==> src/rtl/float_sub_seq.sv <==
// rtl/float_sub_seq.sv - multi-cycle half-precision subtractor, res = float_a - float_b
module float_sub_seq #(
    parameter int float_width    = 16,
    parameter int mantissa_width = 10,
    parameter int exponent_width = 5
) (
    input  logic                   clk,
    input  logic                   rst,
    input  logic                   in_valid,
    output logic                   in_ready,
    input  logic [float_width-1:0] float_a,
    input  logic [float_width-1:0] float_b,
    output logic                   out_valid,
    input  logic                   out_ready,
    output logic [float_width-1:0] res,
    output logic                   invalid,
    output logic                   overflow
);
    localparam int MW = mantissa_width;
    localparam int EW = exponent_width;
    localparam int SW = MW + 4;  // hidden, fraction, G, R, S

    localparam logic [EW-1:0]          EXP_MAX = '1;
    localparam logic [EW:0]            E_ONE   = {{EW{1'b0}}, 1'b1};
    localparam logic [EW:0]            E_INF   = {1'b0, EXP_MAX};
    localparam logic [EW-1:0]          D_ONE   = {{(EW-1){1'b0}}, 1'b1};
    localparam logic [EW-1:0]          D_LIMIT = EW'(SW - 1);
    localparam logic [float_width-1:0] QNAN    = {1'b0, EXP_MAX, 1'b1, {(MW-1){1'b0}}};

    typedef enum logic [2:0] {IDLE, UNPACK, ALIGN, ADD, NORM, ROUND, DONE} state_t;

    state_t                 state_q, state_d;
    logic [float_width-1:0] a_q, a_d, b_q, b_d;
    logic                   sign_q, sign_d;
    logic                   eff_sub_q, eff_sub_d;
    logic                   special_q, special_d;
    logic [EW:0]            exp_q, exp_d;
    logic [EW-1:0]          d_q, d_d;
    logic [SW-1:0]          ma_q, ma_d, mb_q, mb_d;
    logic [SW:0]            sum_q, sum_d;
    logic [float_width-1:0] res_q, res_d;
    logic                   invalid_q, invalid_d;
    logic                   overflow_q, overflow_d;

    // Operand fields; the subtrahend's sign is flipped so the rest is an addition.
    logic             sa, sb;
    logic [EW-1:0]    ea, eb;
    logic [MW-1:0]    fa, fb;
    logic             a_zero, b_zero, a_inf, b_inf, a_nan, b_nan, swap, small_zero;
    logic [EW+MW-1:0] mag_a, mag_b;
    logic [SW-1:0]    sig_a, sig_b;

    assign sa     = a_q[float_width-1];
    assign sb     = ~b_q[float_width-1];
    assign ea     = a_q[EW+MW-1:MW];
    assign eb     = b_q[EW+MW-1:MW];
    assign fa     = a_q[MW-1:0];
    assign fb     = b_q[MW-1:0];
    assign a_zero = (ea == '0);
    assign b_zero = (eb == '0);
    assign a_inf  = (ea == EXP_MAX) && (fa == '0);
    assign b_inf  = (eb == EXP_MAX) && (fb == '0);
    assign a_nan  = (ea == EXP_MAX) && (fa != '0);
    assign b_nan  = (eb == EXP_MAX) && (fb != '0);
    // Subnormals count as zero, so their fraction must not influence the swap.
    assign mag_a  = a_zero ? '0 : a_q[EW+MW-1:0];
    assign mag_b  = b_zero ? '0 : b_q[EW+MW-1:0];
    assign sig_a  = a_zero ? '0 : {1'b1, fa, 3'b000};
    assign sig_b  = b_zero ? '0 : {1'b1, fb, 3'b000};
    assign swap   = (mag_b > mag_a);
    assign small_zero = swap ? a_zero : b_zero;

    // Magnitude add/subtract; A >= B after alignment, so the subtract never wraps.
    logic [SW:0] add_sum;
    assign add_sum = eff_sub_q ? ({1'b0, ma_q} - {1'b0, mb_q})
                               : ({1'b0, ma_q} + {1'b0, mb_q});

    // Round to nearest even on the normalized significand.
    logic          round_up;
    logic [MW+1:0] rnd;
    logic [EW:0]   rnd_exp;
    logic [MW-1:0] rnd_frac;
    assign round_up = sum_q[2] && (sum_q[1] || sum_q[0] || sum_q[3]);
    assign rnd      = {1'b0, sum_q[SW-1:3]} + {{(MW+1){1'b0}}, round_up};
    assign rnd_exp  = rnd[MW+1] ? exp_q + E_ONE : exp_q;
    assign rnd_frac = rnd[MW+1] ? rnd[MW:1] : rnd[MW-1:0];

    assign in_ready  = (state_q == IDLE);
    assign out_valid = (state_q == DONE);
    assign res       = res_q;
    assign invalid   = invalid_q;
    assign overflow  = overflow_q;

    // Next-state and datapath updates for each step of the operation.
    always_comb begin
        state_d    = state_q;
        a_d        = a_q;
        b_d        = b_q;
        sign_d     = sign_q;
        eff_sub_d  = eff_sub_q;
        special_d  = special_q;
        exp_d      = exp_q;
        d_d        = d_q;
        ma_d       = ma_q;
        mb_d       = mb_q;
        sum_d      = sum_q;
        res_d      = res_q;
        invalid_d  = invalid_q;
        overflow_d = overflow_q;
        case (state_q)
            IDLE: begin
                if (in_valid) begin
                    a_d        = float_a;
                    b_d        = float_b;
                    invalid_d  = 1'b0;
                    overflow_d = 1'b0;
                    state_d    = UNPACK;
                end
            end
            UNPACK: begin
                special_d = 1'b1;
                if (a_nan || b_nan) begin
                    res_d     = QNAN;
                    invalid_d = 1'b1;
                end else if (a_inf && b_inf) begin
                    if (sa == sb) begin
                        res_d = {sa, EXP_MAX, {MW{1'b0}}};
                    end else begin
                        res_d     = QNAN;
                        invalid_d = 1'b1;
                    end
                end else if (a_inf) begin
                    res_d = {sa, EXP_MAX, {MW{1'b0}}};
                end else if (b_inf) begin
                    res_d = {sb, EXP_MAX, {MW{1'b0}}};
                end else begin
                    special_d = 1'b0;
                end
                if (special_d) begin
                    // Specials skip the arithmetic and leave through the ROUND slot untouched.
                    state_d = ROUND;
                end else begin
                    sign_d    = swap ? sb : sa;
                    eff_sub_d = sa ^ sb;
                    exp_d     = {1'b0, swap ? eb : ea};
                    ma_d      = swap ? sig_b : sig_a;
                    mb_d      = swap ? sig_a : sig_b;
                    d_d       = small_zero ? '0 : (swap ? (eb - ea) : (ea - eb));
                    state_d   = (small_zero || ea == eb) ? ADD : ALIGN;
                end
            end
            ALIGN: begin
                if (d_q > D_LIMIT) begin
                    mb_d    = {{(SW-1){1'b0}}, |mb_q};
                    d_d     = '0;
                    state_d = ADD;
                end else begin
                    mb_d = {1'b0, mb_q[SW-1:2], mb_q[1] | mb_q[0]};
                    d_d  = d_q - D_ONE;
                    if (d_q == D_ONE) begin
                        state_d = ADD;
                    end
                end
            end
            ADD: begin
                sum_d   = add_sum;
                state_d = (add_sum[SW] || !add_sum[SW-1]) ? NORM : ROUND;
            end
            NORM: begin
                if (sum_q == '0) begin
                    res_d   = '0;
                    state_d = DONE;
                end else if (sum_q[SW]) begin
                    sum_d   = {1'b0, sum_q[SW:2], sum_q[1] | sum_q[0]};
                    exp_d   = exp_q + E_ONE;
                    state_d = ROUND;
                end else if (exp_q <= E_ONE) begin
                    res_d   = {sign_q, {(float_width-1){1'b0}}};
                    state_d = DONE;
                end else begin
                    sum_d = {sum_q[SW-1:0], 1'b0};
                    exp_d = exp_q - E_ONE;
                    if (sum_q[SW-2]) begin
                        state_d = ROUND;
                    end
                end
            end
            ROUND: begin
                if (!special_q) begin
                    if (rnd_exp >= E_INF) begin
                        res_d      = {sign_q, EXP_MAX, {MW{1'b0}}};
                        overflow_d = 1'b1;
                    end else begin
                        res_d = {sign_q, rnd_exp[EW-1:0], rnd_frac};
                    end
                end
                state_d = DONE;
            end
            DONE: begin
                if (out_ready) begin
                    state_d = IDLE;
                end
            end
            default: state_d = IDLE;
        endcase
    end

    // State and datapath registers; reset abandons any operation in flight.
    always_ff @(posedge clk or posedge rst) begin
        if (rst) begin
            state_q    <= IDLE;
            a_q        <= '0;
            b_q        <= '0;
            sign_q     <= 1'b0;
            eff_sub_q  <= 1'b0;
            special_q  <= 1'b0;
            exp_q      <= '0;
            d_q        <= '0;
            ma_q       <= '0;
            mb_q       <= '0;
            sum_q      <= '0;
            res_q      <= '0;
            invalid_q  <= 1'b0;
            overflow_q <= 1'b0;
        end else begin
            state_q    <= state_d;
            a_q        <= a_d;
            b_q        <= b_d;
            sign_q     <= sign_d;
            eff_sub_q  <= eff_sub_d;
            special_q  <= special_d;
            exp_q      <= exp_d;
            d_q        <= d_d;
            ma_q       <= ma_d;
            mb_q       <= mb_d;
            sum_q      <= sum_d;
            res_q      <= res_d;
            invalid_q  <= invalid_d;
            overflow_q <= overflow_d;
        end
    end
endmodule

==> config.mk <==
export PLATFORM = sky130hd
export DESIGN_NAME = float_sub_seq
export DESIGN_NICKNAME = d
export VERILOG_FILES = /design/src/rtl/float_sub_seq.sv
export SDC_FILE = /design/constraint.sdc
export NUM_CORES = 1
export LEC_CHECK = 0
export ABC_AREA = 1
export BUFFER_PORTS_ARGS = -buffer_cell sky130_fd_sc_hd__clkbuf_2
export CORE_MARGIN = 3
export CORE_UTILIZATION = 49
export DETAILED_ROUTE_END_ITERATION = 12
export GPL_TIMING_DRIVEN = 0
export PLACE_DENSITY = 0.76
export SYNTH_ARGS = -nofsm -noshare
export SYNTH_HDL_FRONTEND = slang
export SYNTH_SLANG_ARGS = --single-unit
export TNS_END_PERCENT = 1
==> constraint.sdc <==
create_clock -name clk -period 4.7 [get_ports clk]
set_clock_uncertainty 0.1 [all_clocks]
set_input_delay 0.47 -clock clk [delete_from_list [all_inputs] [get_ports clk]]
set_output_delay 0.47 -clock clk [all_outputs]
set_load 0.02 [all_outputs]
### Word level (Yosys, flattened, before mapping)

Index checks and enable logic that the tools add are counted.

| operators by class | value |
|---|---|
| multiply operators | 0 |
| add/subtract/negate cells | 8 |
| magnitude comparators | 4 |
| bitwise operators | 5 |
| muxes and demuxes | 65 |
| div/mod/pow operators | 0 |
| eq/ne operators | 25 |
| reductions and logical operators | 37 |
| shifts and indexed selects | 0 |

Operators with widths:

| kind | count |
|---|---|
| 16-bit 2-to-1 mux | 9 |
| 15-bit 2-to-1 mux | 7 |
| 14-bit 2-to-1 mux | 5 |
| 16-bit one-hot mux with 3 select lines | 1 |
| 6-bit 2-to-1 mux | 5 |
| 15-bit one-hot mux with 2 select lines | 1 |
| 14-bit one-hot mux with 2 select lines | 1 |
| 3-bit 2-to-1 mux | 9 |
| 5-bit 2-to-1 mux | 5 |
| 3-bit one-hot mux with 7 select lines | 1 |
| 10-bit logical NOT | 2 |
| 10-bit nonzero test | 2 |
| 3-bit inequality test, second input constant | 6 |
| 4-bit AND reduction | 4 |
| 14-bit by 14-bit adder with 15-bit output | 1 |
| 15-bit greater-than comparator | 1 |
| 15-bit logical NOT | 1 |
| 1-bit 2-to-1 mux | 15 |
| 14-bit by 14-bit subtractor with 15-bit output | 1 |
| 14-bit OR reduction | 1 |
| 13-bit 2-to-1 mux | 1 |
| 11-bit by 1-bit adder with 12-bit output | 1 |
| 6-bit one-hot mux with 2 select lines | 1 |
| 5-bit equality test, second input constant | 2 |
| other kinds (32) | 61 |

| storage, ports and cells | value |
|---|---|
| memories kept | 0 |
| bits in read-only memories | 0 |
| input port bits | 36 |
| output and inout bits | 20 |
| bits in registers | 110 |
| memory bits (writable) | 0 |
| bits in latches | 0 |
| word-level logic and storage cells | 159 |

### Longest topological paths before layout

| logic depth | value |
|---|---|
| depth in word-level cells | 9 |
| depth in mapped cells | 21 |
| depth with buffers taken out | 21 |

### Worst setup path after synthesis

OpenSTA, ideal clock, no wires.

| timing | value |
|---|---|
| path kind | register -> register |
| start | register mb_q[0] |
| end | register state_q[0] |
| setup slack | 1.795 ns |
| period minus slack after synthesis | 2.905 ns |
| library setup time | 0.133 ns |
| arrival | 2.672 ns |
| path buffers | 0 |
| cell stages (with the launch flop) | 20 |
| required time | 4.467 ns |
| cells stage by stage | dfrtp_1 > inv_1 > ha_1 > nand2_1 > nor2_1 > nand3_1 > or2_2 > nand2_1 > o21ai_0 > xor2_1 > inv_1 > ha_1 > a21oi_1 > o21ai_0 > a21oi_1 > nand3b_1 > nand3_1 > nor2_1 > nor2_1 > nor2_1 |

| between the ends | value |
|---|---|
| word-level cells in the longest chain between the ends | 6 |
| elaborated cells on any way between the ends | 7 |
| classes of those cells | add/sub: 2; mux: 3; reduce/logical: 2 |

RTL lines:

| what | line | source |
|---|---|---|
| start, declared | 39 | `logic [SW-1:0] ma_q, ma_d, mb_q, mb_d;` |
| start signal, assigned | 235 | `mb_q <= mb_d;` |
| 14-bit by 14-bit adder with 15-bit output / 14-bit by 14-bit subtractor with 15-bit output (equally long branches) | 76, 75 |  |
| 15-bit 2-to-1 mux * | 75 | `assign add_sum = eff_sub_q ? ({1'b0, ma_q} - {1'b0, mb_q})` |
| 1-bit logical NOT | 167 | `state_d = (add_sum[SW] \|\| !add_sum[SW-1]) ? NORM : ROUND;` |
| 1-bit logical OR * | 167 |  |
| 1-bit 2-to-1 mux * | 167 |  |
| 3-bit one-hot mux with 7 select lines * | 110 | `case (state_q)` |
| end signal, assigned | 226 | `state_q <= state_d;` |
| end, declared | 32 | `state_t state_q, state_d;` |

Every way passes the cells marked *; elsewhere a longest branch is shown, timed or not.
A chain may end at the register's enable or synchronous reset.

### Final worst setup path

Ends and elaborated chain as after synthesis.

==> impl_metrics.env <==
export IMPL_netlist_top_cell_by_area="dfrtp_1"
export IMPL_cts_root_buf="clkbuf_16"
export IMPL_drt_iter0_drc=563
export IMPL_ys_seq_elements=107
export IMPL_dieArea_mm2=0.0175
export IMPL_synth_area_mux_share_pct=0.128
export IMPL_synth_compound_area_share_pct=16.9
export IMPL_synthSimpleGateAreaFrac_pct=28.5
export IMPL_grt_pass1_wl_um=35800
export IMPL_synth_ff_type="dfrtp_1"
export IMPL_crit_fanout=6
export IMPL_final_area_mm2=0.00871
export IMPL_worstPathRequired_ns=4.83
export IMPL_dieWidth_um=132
export IMPL_cts_buffers=9
export IMPL_htree_levels=3
export IMPL_synth_common_cells="nand2_1, inv_1, dfrtp_1, nor2_1, o21ai_0"
export IMPL_grt_start_max_net_pins=59
export IMPL_cp_arrival_ns=3.64
export IMPL_clk_pin_slew_ns=0.07
export IMPL_yosysMostFrequentCell="nand2_1"
export IMPL_report_final_setup_viol=0
export IMPL_nets=1290
export IMPL_dr_pass1_iters=5
export IMPL_synth_cell_types=48
export IMPL_hp_class="in -> async"
export IMPL_first_global_vias=7474
export IMPL_maxCapViolCount=0
export IMPL_yosys_area_share_adder_pct=7.24
export IMPL_core_area_mm2=0.0154
export IMPL_gr_total_overflow=0
export IMPL_row_count=45
export IMPL_synth_edff_count=0
export IMPL_ys_async_sr_fraction_pct=100
export IMPL_hold_buffers=0
export IMPL_period_share_pct=74.6
export IMPL_insertedDiodeCount=0
export IMPL_synth_area_top_cells="dfrtp_1, nand2_1, ha_1, o21ai_0, inv_1"
export IMPL_clkSinkCount=107
export IMPL_worst_slew_pin_slew_ns=0.754
export IMPL_status="completed"
export IMPL_tns_ns=0
export IMPL_wirelength_um=21100
export IMPL_via_per_inst=5.35
export IMPL_slew_violations=0
export IMPL_drc=0
export IMPL_seq_area_frac_synth_pct=34.3
export IMPL_yosysWarnings=0
export IMPL_pin_count=56
export IMPL_clk_path_buf_depth=2
export IMPL_synth_fp_nets=1223
export IMPL_drive_above_1_share_pct=10.4
export IMPL_worst_setup_path_start_kind="flop"
export IMPL_hold_violations=0
export IMPL_placedInstanceArea_mm2=0.00838
export IMPL_synth_top_family_by_area="simple AND/OR/NAND/NOR gates"
export IMPL_crit_path_end_kind="flop"
export IMPL_postSynthCellCount=1143
export IMPL_path_class="reg -> reg"
export IMPL_start_util_pct=50.7
export IMPL_synth_xor_area_share_pct=3.47
export IMPL_antenna_found_initial=0
export IMPL_hpwl_um=16800
export IMPL_clock_fmax_mhz=285
export IMPL_ant_nets=0
export IMPL_vias=7629
export IMPL_cts_setup_buffers=0
export IMPL_cts_resized=0
export IMPL_grt_total_usage_pct=24.9
export IMPL_io_buffers=55
export IMPL_layout_min_cycle_time_ns=3.51
export IMPL_slew_headroom_pct=49.7
export IMPL_clock_latency_ns=0.36
export IMPL_synthesis_area_mm2=0.00781
export IMPL_syn_to_final_growth_pct=11.5
export IMPL_gp_congestion=0.973
export IMPL_synth_top_area_share_pct=34.3
export IMPL_wl_per_cell_um=14.8
export IMPL_ff2ff_setup_slack_ns=1.19
export IMPL_cts_tree="built"
export IMPL_rsz0062_at_grt="false"
export IMPL_syn_avg_cell_area_um2=6.84
export IMPL_die_y_um=132
## sequential cells by signal (all words and copies together), names as in the netlist
signal     count
state_q        3
sign_q         1
eff_sub_q      1
exp_q          6
res           16
ma_q          11
special_q      1
mb_q          14
invalid        1
d_q            5
a_q           16
b_q           16
overflow       1
sum_q         15
## metrics by stage
| step | utilization, % | setup slack, ns | hold slack (ns) | instances |
|---|---|---|---|---|
| after global routing | 56.5 | 0.864 | 0.209 | 1426 |
| after floorplan | - | 1.31 | 0.359 | 1143 |
| after detailed placement | 54.3 | 1.24 | 0.371 | 1410 |
| after CTS | 56.5 | 1.22 | 0.169 | 1426 |
| final | 56.5 | 1.19 | 0.136 | 1426 |
| after global placement | 54.2 | 0.0101 | 0.360 | 1409 |
## metal layers
layer  track usage [%]  share of wire [%]  up-vias
met1              30.3                 42     3503
met5                 0                  0        -
met2              42.1                 48      218
li1                  -                  -     3835
met3              4.58                4.6       73
met4              13.1                4.9        0
## worst max-delay path, stage by stage, from the launching register on
cell and delay (ns):
dfrtp_1 0.44, inv_1 0.12, ha_1 0.23, nand2_1 0.13, nor2_1 0.15, nand3_1 0.14
or2_2 0.34, nand2_1 0.10, o21ai_0 0.10, xor2_1 0.18, inv_1 0.06, ha_1 0.35
a21oi_1 0.19, o21ai_0 0.10, a21oi_1 0.17, nand3b_1 0.15, nand3_1 0.11, nor2_1 0.05
nor2_1 0.11, nor2_1 0.05
## cells in the final DEF, fill, tap and decap left out, types with 4 or more instances in the layout
cell type	count
o21ai_0	103
a31oi_1	7
nor2_4	5
nand4_1	9
nand2_2	9
inv_1	135
dfrtp_1	107
xnor2_1	4
nand3_1	49
o22ai_1	5
nor3_1	11
a22oi_1	11
buf_2	16
clkbuf_2	56
a21oi_1	88
clkbuf_1	22
inv_2	7
o211ai_1	6
nor2_1	106
clkbuf_16	9
nand2_1	326
xor2_1	27
ha_1	42
o31ai_1	4
o21bai_1	4
## layout make-up
class	count	area [µm²]
tap	211	264
clock inverter	5	83.8
timing repair buffer	56	303
fill	1565	6720
clock buffer	11	243
inverter	145	547
buffer	42	200
sequential	107	2680
multi-input combinational	849	4390
## cell families (layout without fill, tap and decap cells)
logic type                 after synthesis  after routing
AOI/OAI and AO/OA                      241            241
xor gates and xnor gates                31             31
adders and majority gates               44             44
buffers and inverters                  187            259
DFF                                    107            107
muxes                                    1              1
and+or+nand+nor                        532            532
## path summary, 6_finish.rpt
path	startpoint	to	cells past startpoint
worst max-delay path	mb_q[0]$_DFFE_PP0P_	state_q[0]$_DFFE_PP0P_	19
worst min-delay path	rst	d_q[3]$_DFFE_PP0P_	2
worst max register to register	mb_q[0]$_DFFE_PP0P_	state_q[0]$_DFFE_PP0P_	19
worst min register to register	res[8]$_DFFE_PP0P_	res[8]$_DFFE_PP0P_	2
max in group asynchronous	rst	ma_q[8]$_DFFE_PP0P_	3
min in group clk	float_a[4]	a_q[4]$_DFFE_PP0P_	3
Power is not shown: default switching activity piles up to over one toggle a cycle in this logic, so the estimate is an artifact.
